**config.mk**
```make
export PLATFORM = sky130hd
export DESIGN_NAME = move_exec_scheduler
export DESIGN_NICKNAME = d
export VERILOG_FILES = /design/src/rtl/move_exec_scheduler_pkg.sv /design/src/rtl/move_sched_fifo.sv /design/src/rtl/move_exec_scheduler.sv
export SDC_FILE = /design/constraint.sdc
export NUM_CORES = 2
export LEC_CHECK = 0
export BUFFER_PORTS_ARGS = -buffer_cell sky130_fd_sc_hd__buf_2
export CELL_PAD_IN_SITES_DETAIL_PLACEMENT = 0
export CELL_PAD_IN_SITES_GLOBAL_PLACEMENT = 1
export CORE_AREA = 10 10 435 437
export CTS_BUF_LIST = sky130_fd_sc_hd__clkbuf_4
export DETAILED_ROUTE_END_ITERATION = 10
export DIE_AREA = 0 0 445 447
export PLACE_DENSITY = 0.55
export SLEW_MARGIN = 20
export SYNTH_ARGS = -nofsm -noshare
export SYNTH_HDL_FRONTEND = slang
export SYNTH_SLANG_ARGS = --single-unit
```
**constraint.sdc**
```tcl
create_clock -name clk_in -period 10.4 [get_ports clk_in]
set_clock_uncertainty 0.1 [all_clocks]
set_input_delay 2.08 -clock clk_in [delete_from_list [all_inputs] [get_ports clk_in]]
set_output_delay 2.08 -clock clk_in [all_outputs]
set_load 0.01 [all_outputs]
```
**src/rtl/move_exec_scheduler_pkg.sv**
```systemverilog
// Shared chess types for the move scheduler: coordinates, moves, boards, start position.
// Also holds the scheduler state encoding and the FIFO entry packing helper.
package move_exec_scheduler_pkg;

    typedef logic [5:0] coord_t;

    typedef enum logic [2:0] {
        SPECIAL_NONE,
        SPECIAL_PROMO_Q,
        SPECIAL_PROMO_R,
        SPECIAL_PROMO_B,
        SPECIAL_PROMO_N,
        SPECIAL_CASTLE,
        SPECIAL_EP,
        SPECIAL_DOUBLE
    } special_t;

    typedef struct packed {
        coord_t   from_sq;
        coord_t   to_sq;
        special_t special;
    } move_t;

    // Square index = rank*8 + file; piece codes 1..6 = P,N,B,R,Q,K, +8 for black.
    typedef struct packed {
        logic             stm;
        logic [3:0]       castle;
        logic [6:0]       ep_sq;
        logic [63:0][3:0] sq;
    } board_t;

    typedef enum logic [1:0] {
        ST_IDLE,
        ST_ISSUE,
        ST_WAIT
    } sched_state_t;

    localparam int ENTRY_W = $bits(move_t) + 1;

    localparam board_t START_BOARD = {1'b0, 4'hF, 7'h40,
        256'hCABEDBAC_99999999_00000000_00000000_00000000_00000000_11111111_42365324};

    function automatic logic [ENTRY_W-1:0] pack_entry(input move_t mv, input logic publish);
        return {mv, publish};
    endfunction

endpackage

```
**src/rtl/move_sched_fifo.sv**
```systemverilog
// Pending-move FIFO: synchronous, power-of-two depth, same-cycle push/pop allowed.
// Latency: pushed data visible at pop_dat the cycle after push.
// Backpressure: push ignored when full, pop ignored when empty.
module move_sched_fifo #(
    parameter int DEPTH = 8,
    parameter int WIDTH = 16
) (
    input  logic                     clk_in,
    input  logic                     rst_in,
    input  logic                     push,
    input  logic [WIDTH-1:0]         push_dat,
    input  logic                     pop,
    output logic [WIDTH-1:0]         pop_dat,
    output logic                     full,
    output logic                     empty,
    output logic [$clog2(DEPTH):0]   count
);

    localparam int AW = $clog2(DEPTH);
    localparam logic [AW:0] FULL_CNT = DEPTH[AW:0];

    logic [WIDTH-1:0] mem [DEPTH];
    logic [AW-1:0]    wr_ptr;
    logic [AW-1:0]    rd_ptr;
    logic             do_push;
    logic             do_pop;

    assign full    = (count == FULL_CNT);
    assign empty   = (count == '0);
    assign do_push = push && !full;
    assign do_pop  = pop && !empty;
    assign pop_dat = mem[rd_ptr];

    always_ff @(posedge clk_in) begin
        if (rst_in) begin
            wr_ptr <= '0;
            rd_ptr <= '0;
            count  <= '0;
        end else begin
            if (do_push) wr_ptr <= wr_ptr + 1'b1;
            if (do_pop)  rd_ptr <= rd_ptr + 1'b1;
            case ({do_push, do_pop})
                2'b10:   count <= count + 1'b1;
                2'b01:   count <= count - 1'b1;
                default: count <= count;
            endcase
        end
    end

    always_ff @(posedge clk_in) begin
        if (do_push) mem[wr_ptr] <= push_dat;
    end

endmodule

```
**src/rtl/move_exec_scheduler.sv**
```systemverilog
// Move scheduler: round-robin queues parse/bm moves, issues them one at a time to the executor,
// owns the current board. Latency: empty-queue enqueue at N -> exec_valid_out at N+3.
// Backpressure: requester readies drop when the FIFO is full; loads wait until idle and drained.
// Optional watchdog on executor response: define MOVE_SCHED_TIMEOUT_EN.
module move_exec_scheduler
    import move_exec_scheduler_pkg::*;
#(
    parameter int QUEUE_DEPTH    = 8,
    parameter int TIMEOUT_CYCLES = 64
) (
    input  logic   clk_in,
    input  logic   rst_in,
    input  move_t  parse_move_in,
    input  logic   parse_last_in,
    input  logic   parse_valid_in,
    output logic   parse_ready_out,
    input  move_t  bm_move_in,
    input  logic   bm_valid_in,
    output logic   bm_ready_out,
    input  board_t load_board_in,
    input  logic   load_publish_in,
    input  logic   load_valid_in,
    output logic   load_ready_out,
    output board_t exec_board_out,
    output move_t  exec_move_out,
    output logic   exec_valid_out,
    input  board_t exec_board_in,
    input  logic   exec_valid_in,
    output board_t board_out,
    output logic   board_out_valid,
    output logic   busy_out,
    output logic   timeout_out
);

    sched_state_t state, state_nxt;

    board_t cur_board;
    logic   head_pub;
    logic   prio_bm;
    logic   parse_acc;
    logic   bm_acc;
    logic   load_acc;
    logic   wait_done;

    logic                         fifo_push;
    logic [ENTRY_W-1:0]           fifo_push_dat;
    logic                         fifo_pop;
    logic [ENTRY_W-1:0]           fifo_pop_dat;
    logic                         fifo_full;
    logic                         fifo_empty;
    logic [$clog2(QUEUE_DEPTH):0] fifo_count;

    // prio_bm set means bm was not served last and wins a tie.
    assign parse_ready_out = !rst_in && !fifo_full && parse_valid_in && (!bm_valid_in || !prio_bm);
    assign bm_ready_out    = !rst_in && !fifo_full && bm_valid_in && (!parse_valid_in || prio_bm);
    assign parse_acc       = parse_valid_in && parse_ready_out;
    assign bm_acc          = bm_valid_in && bm_ready_out;

    assign fifo_push     = parse_acc || bm_acc;
    assign fifo_push_dat = parse_acc ? pack_entry(parse_move_in, parse_last_in)
                                     : pack_entry(bm_move_in, 1'b1);

    assign load_ready_out = !rst_in && (state == ST_IDLE) && fifo_empty;
    assign busy_out       = (fifo_count != '0) || (state != ST_IDLE);

    move_sched_fifo #(
        .DEPTH (QUEUE_DEPTH),
        .WIDTH (ENTRY_W)
    ) u_fifo (
        .clk_in   (clk_in),
        .rst_in   (rst_in),
        .push     (fifo_push),
        .push_dat (fifo_push_dat),
        .pop      (fifo_pop),
        .pop_dat  (fifo_pop_dat),
        .full     (fifo_full),
        .empty    (fifo_empty),
        .count    (fifo_count)
    );

`ifdef MOVE_SCHED_TIMEOUT_EN
    localparam int TW = $clog2(TIMEOUT_CYCLES + 1);
    logic [TW-1:0] to_cnt;
    logic          to_hit;
    logic          timeout_q;

    assign to_hit      = (to_cnt == TW'(TIMEOUT_CYCLES - 1));
    assign timeout_out = timeout_q;

    always_ff @(posedge clk_in) begin
        if (rst_in) begin
            to_cnt    <= '0;
            timeout_q <= 1'b0;
        end else begin
            to_cnt <= (state == ST_WAIT) ? to_cnt + 1'b1 : '0;
            if (state == ST_WAIT && !exec_valid_in && to_hit) timeout_q <= 1'b1;
        end
    end
`else
    // TIMEOUT_CYCLES is a positive count, so this is constant 0.
    assign timeout_out = (TIMEOUT_CYCLES < 0);
`endif

    always_ff @(posedge clk_in) begin
        if (rst_in) state <= ST_IDLE;
        else        state <= state_nxt;
    end

    always_comb begin
        state_nxt = state;
        fifo_pop  = 1'b0;
        load_acc  = 1'b0;
        wait_done = 1'b0;
        case (state)
            ST_IDLE: begin
                if (!fifo_empty) state_nxt = ST_ISSUE;
                else if (load_valid_in && load_ready_out) load_acc = 1'b1;
            end
            ST_ISSUE: begin
                fifo_pop  = 1'b1;
                state_nxt = ST_WAIT;
            end
            ST_WAIT: begin
                if (exec_valid_in) begin
                    wait_done = 1'b1;
                    state_nxt = ST_IDLE;
                end
`ifdef MOVE_SCHED_TIMEOUT_EN
                else if (to_hit) begin
                    state_nxt = ST_IDLE;
                end
`endif
            end
            default: state_nxt = ST_IDLE;
        endcase
    end

    always_ff @(posedge clk_in) begin
        if (rst_in) begin
            cur_board       <= START_BOARD;
            board_out       <= START_BOARD;
            board_out_valid <= 1'b0;
            exec_board_out  <= START_BOARD;
            exec_move_out   <= '0;
            exec_valid_out  <= 1'b0;
            head_pub        <= 1'b0;
            prio_bm         <= 1'b0;
        end else begin
            board_out_valid <= 1'b0;
            exec_valid_out  <= 1'b0;
            if (fifo_push) prio_bm <= parse_acc;
            // Executor operands are captured once and held through WAIT.
            if (fifo_pop) begin
                {exec_move_out, head_pub} <= fifo_pop_dat;
                exec_board_out            <= cur_board;
                exec_valid_out            <= 1'b1;
            end
            if (load_acc) begin
                cur_board <= load_board_in;
                if (load_publish_in) begin
                    board_out       <= load_board_in;
                    board_out_valid <= 1'b1;
                end
            end
            if (wait_done) begin
                cur_board <= exec_board_in;
                if (head_pub) begin
                    board_out       <= exec_board_in;
                    board_out_valid <= 1'b1;
                end
            end
        end
    end

endmodule

```
### After elaboration in Yosys (flattened, before gate mapping)

Memory sizes are Yosys's and may differ from the RTL's. A register that Yosys moved wholly into a read port is not among the register bits.
Cells that the tools add are included.

* register bits: 819
* RAM bits: 128
* output and inout port bits: 558
* memories kept: 1

* $add $sub $neg: 4
* eq/ne operators: 7
* muxes and demuxes: 24
* reductions and logical operators: 29

Memories
* u_fifo.mem: words 8, bits a word 16, rd ports 1, clocked after memory_dff 1, write ports 1, RTL line move_sched_fifo.sv:22 `logic [WIDTH-1:0] mem [DEPTH];`

Operators by type and width (number)
* 2-to-1 mux 268 bit: 6
* 2-to-1 mux 16 bit: 1
* 2-to-1 mux 1 bit: 13
* logical AND 1 bit: 12
* one-hot mux 4 bit (2 select lines): 1
* adder 3 x 1 -> 3 bit, second input constant: 2
* zero test 1 bit: 6
* one-hot mux 2 bit (3 select lines): 1
* nonzero test 2 bit: 3
* adder 4 x 1 -> 4 bit, second input constant: 1
* == test 2 x 1 -> 1 bit, second input constant: 2
* == test 2 bit, second input constant: 2
* == test 4 bit, second input constant: 1
* zero test 4 bit: 1
* logical OR 1 bit: 4
* 2-to-1 mux 2 bit: 2
* inequality test 2 bit, second input constant: 2
* nonzero test 4 bit: 1
* subtractor 4 x 1 -> 4 bit, second input constant: 1
* zero test 2 bit: 1
* AND reduction 2 bit: 1

### Longest topological paths before layout

* depth after elaboration: 10
* depth in mapped cells: 11
* mapped depth without buffers: 10

### By module

Synthesis repeated with hierarchy kept, for this count alone.

* cell total of the unflattened synthesis: 4381
* area total of the unflattened synthesis: 41478.5 sq um

By module, submodules not included
* move_exec_scheduler: instances 1, cells each 4121, area each 35896.9 sq um, seq. area each 16515.8 sq um
* move_sched_fifo: instances 1, cells each 260, area each 5581.6 sq um, seq. area each 4103.9 sq um

### Worst setup path after synthesis

No wires, ideal clock.

* path kind: in2out
* from: input rst_in
* to: output load_ready_out
* data arrival time: 3262 ps
* data required time: 8220 ps
* slack: 4958 ps
* stages: 5
* buffers on the path: 4
* cell sequence: clkbuf_1 clkbuf_1 clkbuf_1 clkbuf_1 nor2_1

* word-level cells in the longest chain between the ends: 3

RTL lines
* from (decl): RTL line move_exec_scheduler.sv:12 `input logic rst_in,`
* zero test 1 bit: RTL line move_exec_scheduler.sv:63 `assign load_ready_out = !rst_in && (state == ST_IDLE) && fifo_empty;`
* logical AND 1 bit (2 in series): RTL line move_exec_scheduler.sv:63
* to (decl): RTL line move_exec_scheduler.sv:23 `output logic load_ready_out,`

Every way passes these cells.

### Worst setup path in the final report

* from: input rst_in
* to: output parse_ready_out

* word-level cells in the longest chain between the ends: 4

RTL lines
* zero test 1 bit: RTL line move_exec_scheduler.sv:54 `assign parse_ready_out = !rst_in && !fifo_full && parse_valid_in && (!bm_valid_in || !prio_bm);`
* logical AND 1 bit (3 in series): RTL line move_exec_scheduler.sv:54
* to (decl): RTL line move_exec_scheduler.sv:16 `output logic parse_ready_out,`

Every way passes these cells.

==> results_dict.tcl <==
set metrics [dict create \
    run_status "complete, no violations" \
    fin_crit_ns 6.00 \
    post-place-ws_ns 4.38 \
    required_ns 8.22 \
    area.growth.synth_to_final_pct 27.5 \
    power_switching_share_pct 33.6 \
    die-area_mm2 0.199 \
    stages_on_worst_setup_path 4 \
    worstRegToRegCells 6 \
    cp-endpoint "parse_ready_out" \
    num_io_pins 1132 \
    synth-edff-count 128 \
    cts.path.max_buffers 4 \
    slew_viol_final 0 \
    place.detailed.hpwl_mm 137 \
    tritoncts_num_sinks 963 \
    worstSetupPathType "in -> out" \
    crit_path_cell_trace "buf_8, a21oi_1, and3_1, buf_2" \
    postCtsResizedCells 0 \
    fp.dieH_um 447 \
    critical_path.max_stage_delay_ns 0.95 \
    ctsHtreeMaxLevel 5 \
    route.detailed.drc 0 \
    overflow_left_after_global_routing 0 \
    net-switching-power_uw 3440 \
    final.setup.tns_ns 0 \
    post_cts.repair.setup_buffers 0 \
    postRouteAntennaNets 0 \
    critical-path-top-delay-family "simple AND/OR/NAND/NOR gates" \
    postSynth.topFlopCell "dfxtp_1" \
    avgRoutedWirePerCell_um 24.0 \
    rel_slew_slack_pct 11.4 \
    global_route.usage.total_pct 18.6 \
    p_per_area_mw_per_mm2 205 \
    r2r_end "cur_board[121]$_SDFFE_PP0P_" \
    drt-total-wl_mm 197 \
    detail_route.first_pass.iterations 5 \
    grt_first_pass_wirelength_mm 277 \
    clock_power_share_pct 34.8 \
    synthesis.area_per_instance_um2 8.58 \
    post_synth_num_cell_types 45 \
    drive_above_1_share_pct 30.8 \
    worstMarginPinSlew_ns 1.33 \
    holdBufCountCts 0 \
    hold_path_class "reg -> reg" \
    cellLeakagePower_uw 0.0206 \
    internal_power_uw 6820 \
    cts_inserted_buffers 309 \
    cp-end-kind "output pin" \
    nNetsFinal 6225 \
    timing.rr.start "state[1]$_SDFFE_PP0P_" \
    layout_worst_path_cycle_share_pct 57.7 \
    crit_path_slowest_cell "and3_1" \
    cp_data_arrival_time_ns 3.82 \
    floorplan.initialDensity_pct 21.8 \
    seq_power_share_pct 43.8 \
    die_w_um 445 \
    drv_cap 0 \
    port_buffers 1130 \
    postSynthCellCount 4581 \
    fp-row-count 156 \
    viasPerCell 4.72 \
    syn-num-nets 5160 \
    grt_setup_unrepaired "false" \
    critPathMaxFanout 74 \
    finalHoldViolations 0 \
    final-setup-viol-count 0 \
    power_frac_comb_pct 21.4 \
    routabilityCongestion 0.853 \
    core_area_mm2 0.180 \
    setup_ws_final_ns 4.40 \
    vias_in_the_first_global_route 38000 \
    number_of_antenna_violations_at_the_first_check_in_global_routing 61 \
    register_to_register_setup_slack_ns 6.18 \
    worst_setup_hold_path_clk_slew_ns 0.06 \
    maximum_number_of_pins_on_one_net_before_global_route_repair 170 \
    dr_total_vias 38700 \
    timing.critical_path.from "rst_in" \
    cts_tree "built" \
    start_kind "input port" \
    ys_seq_area_share_pct 52.3 \
    yosysWarnings 0 \
    clock-root-buffer "clkbuf_4" \
    vdd.ir_drop.worst_v 0.000126 \
    path_buf_inv 2 \
    ys_async_sr_fraction_pct 0 \
    clock_latency_ns 1.25 \
    synth.cell_area_mm2 0.0393 \
    yosys_register_bits 963 \
    drt_iter0_drc 2573 \
    clock.fmax_mhz 167 \
]
worst min-delay path by stage:
stage                                startpoint                                to  slack (ns)  cells after the start
floorplan             cur_board[0]$_SDFFE_PP0P_    exec_board_out[0]$_SDFFE_PP0P_        0.33                      2
global placement    cur_board[213]$_SDFFE_PP0P_  exec_board_out[213]$_SDFFE_PP0P_        0.34                      2
detailed placement   cur_board[75]$_SDFFE_PP0P_   exec_board_out[75]$_SDFFE_PP0P_        0.34                      2
CTS                 cur_board[205]$_SDFFE_PP0P_  exec_board_out[205]$_SDFFE_PP0P_        0.30                      2
global route        cur_board[205]$_SDFFE_PP0P_  exec_board_out[205]$_SDFFE_PP0P_        0.32                      2
finish               cur_board[16]$_SDFFE_PP0P_   exec_board_out[16]$_SDFFE_PP0P_        0.29                      2
power groups by stage:
stage	combinational, uW	sequential [uW]	clock, uW
global placement	2220	4560	0
finish	2200	4490	3570
global route	2420	4540	3920
detailed placement	2250	4570	0
floorplan	1220	4590	0
CTS	2250	4490	3740
through the flow:
| step | total power (uW) | util (%) | hold slack [ns] | std cells | cell area (um^2) |
|---|---|---|---|---|---|
| after global routing | 10900 | 27.8 | 0.319 | 8204 | 50100 |
| after global placement | 6780 | 25.9 | 0.337 | 7705 | 46600 |
| after CTS | 10500 | 27.8 | 0.297 | 8171 | 50000 |
| after floorplan | 5810 | - | 0.332 | 4581 | 39300 |
| final | 10300 | 27.8 | 0.290 | 8211 | 50100 |
| after detailed placement | 6810 | 25.9 | 0.341 | 7705 | 46600 |
logic make-up (layout without fill, tap and decap cells):
kind of cell	after synthesis	in the layout	synth area share (%)
AO/OA/AOI/OAI	505	505	8.88
XOR/XNOR	6	6	0.134
adder cells (fa/ha/maj)	5	5	0.159
buffers and inverters	430	1650	4.87
flip-flops	963	963	52.3
multiplexers	50	50	2.34
other	1	41	0.00955
AND/OR/NAND/NOR	2621	2621	31.3
registers in the layout (all words and copies together), names as in the netlist, 2 cells and up:
signal	cells
exec_board_out	268
u_fifo.count	4
board_out	268
cur_board	268
u_fifo.mem	128
exec_move_out	15
state	2
u_fifo.wr_ptr	3
u_fifo.rd_ptr	3
worst register-to-register path: cells and delay by family, from the launching register on:
kind | cells | cell delay, ns
buffers and inverters | 2 | 1.26
and+or+nand+nor | 2 | 1.12
DFF | 1 | 0.55
AOI/OAI and AO/OA | 2 | 1.08
cells in the final DEF (no fill, tap or decap), types with 2 or more instances in the layout:
master and count:
a21oi_1 213, a311oi_1 207, and3_1 63, buf_12 11, buf_2 1129, buf_4 42, clkbuf_4 420, clkinv_1 35
clkinv_2 3, dfxtp_1 834, diode_2 40, edfxtp_1 128, ha_1 5, inv_2 6, mux2_2 15, mux2i_1 3
mux4_2 32, nand2_1 1079, nand2b_1 5, nand3_1 2, nand3b_1 62, nor2_1 704, nor3_1 352, nor3_2 2
nor3b_2 2, nor4_1 222, nor4_2 109, nor4b_2 3, o21ai_0 4, o21bai_1 62, o22ai_1 16, or3_1 2
xnor2_1 2, xor2_1 4
Yosys cell counts, types with 2 or more instances:
cell type / number / area, um^2
or3_1: 2 / 12.5
a21oi_1: 213 / 1070
xor2_1: 4 / 35.0
o21bai_1: 62 / 465
nor2b_1: 2 / 12.5
edfxtp_1: 128 / 3840
o22ai_1: 16 / 100
buf_1: 16 / 60.1
nor4_1: 223 / 1400
mux2i_1: 3 / 30.0
buf_4: 19 / 143
o21ai_0: 4 / 20.0
mux2_2: 15 / 169
dfxtp_1: 835 / 16700
mux4_2: 32 / 721
a311oi_1: 207 / 1810
nor3b_1: 2 / 15.0
nand2_1: 1079 / 4050
nor4b_1: 3 / 26.3
nand3b_1: 62 / 465
xnor2_1: 2 / 17.5
nand3_1: 3 / 15.0
and3_1: 64 / 400
nor4_2: 108 / 1350
buf_6: 13 / 146
nor2_1: 704 / 2640
nor3_1: 354 / 1770
nand2b_1: 6 / 37.5
buf_2: 103 / 515
ha_1: 5 / 62.6
clkbuf_1: 278 / 1040
per-layer routing:
| metal | GRT usage (%) | vias up | routed length (um) |
|---|---|---|---|
| met2 | 30.8 | 1440 | 94000 |
| met3 | 5.27 | 438 | 13600 |
| met4 | 9.73 | 26 | 9950 |
| li1 | - | 18200 | - |
| met1 | 21.8 | 18600 | 79000 |
| met5 | 0 | - | 165 |
cell type report:
class                   count  area, um^2
diodes                     40         100
flip-flops and latches    963       20600
clock buffers             420        3150
well taps                2370        2970
repair buffers           1183        6200
clock inverters            46         206
multi-input cells        3188       16900
fillers                 19900      130000
inverters                   1        3.75
Power figures use the tool's default switching activity.
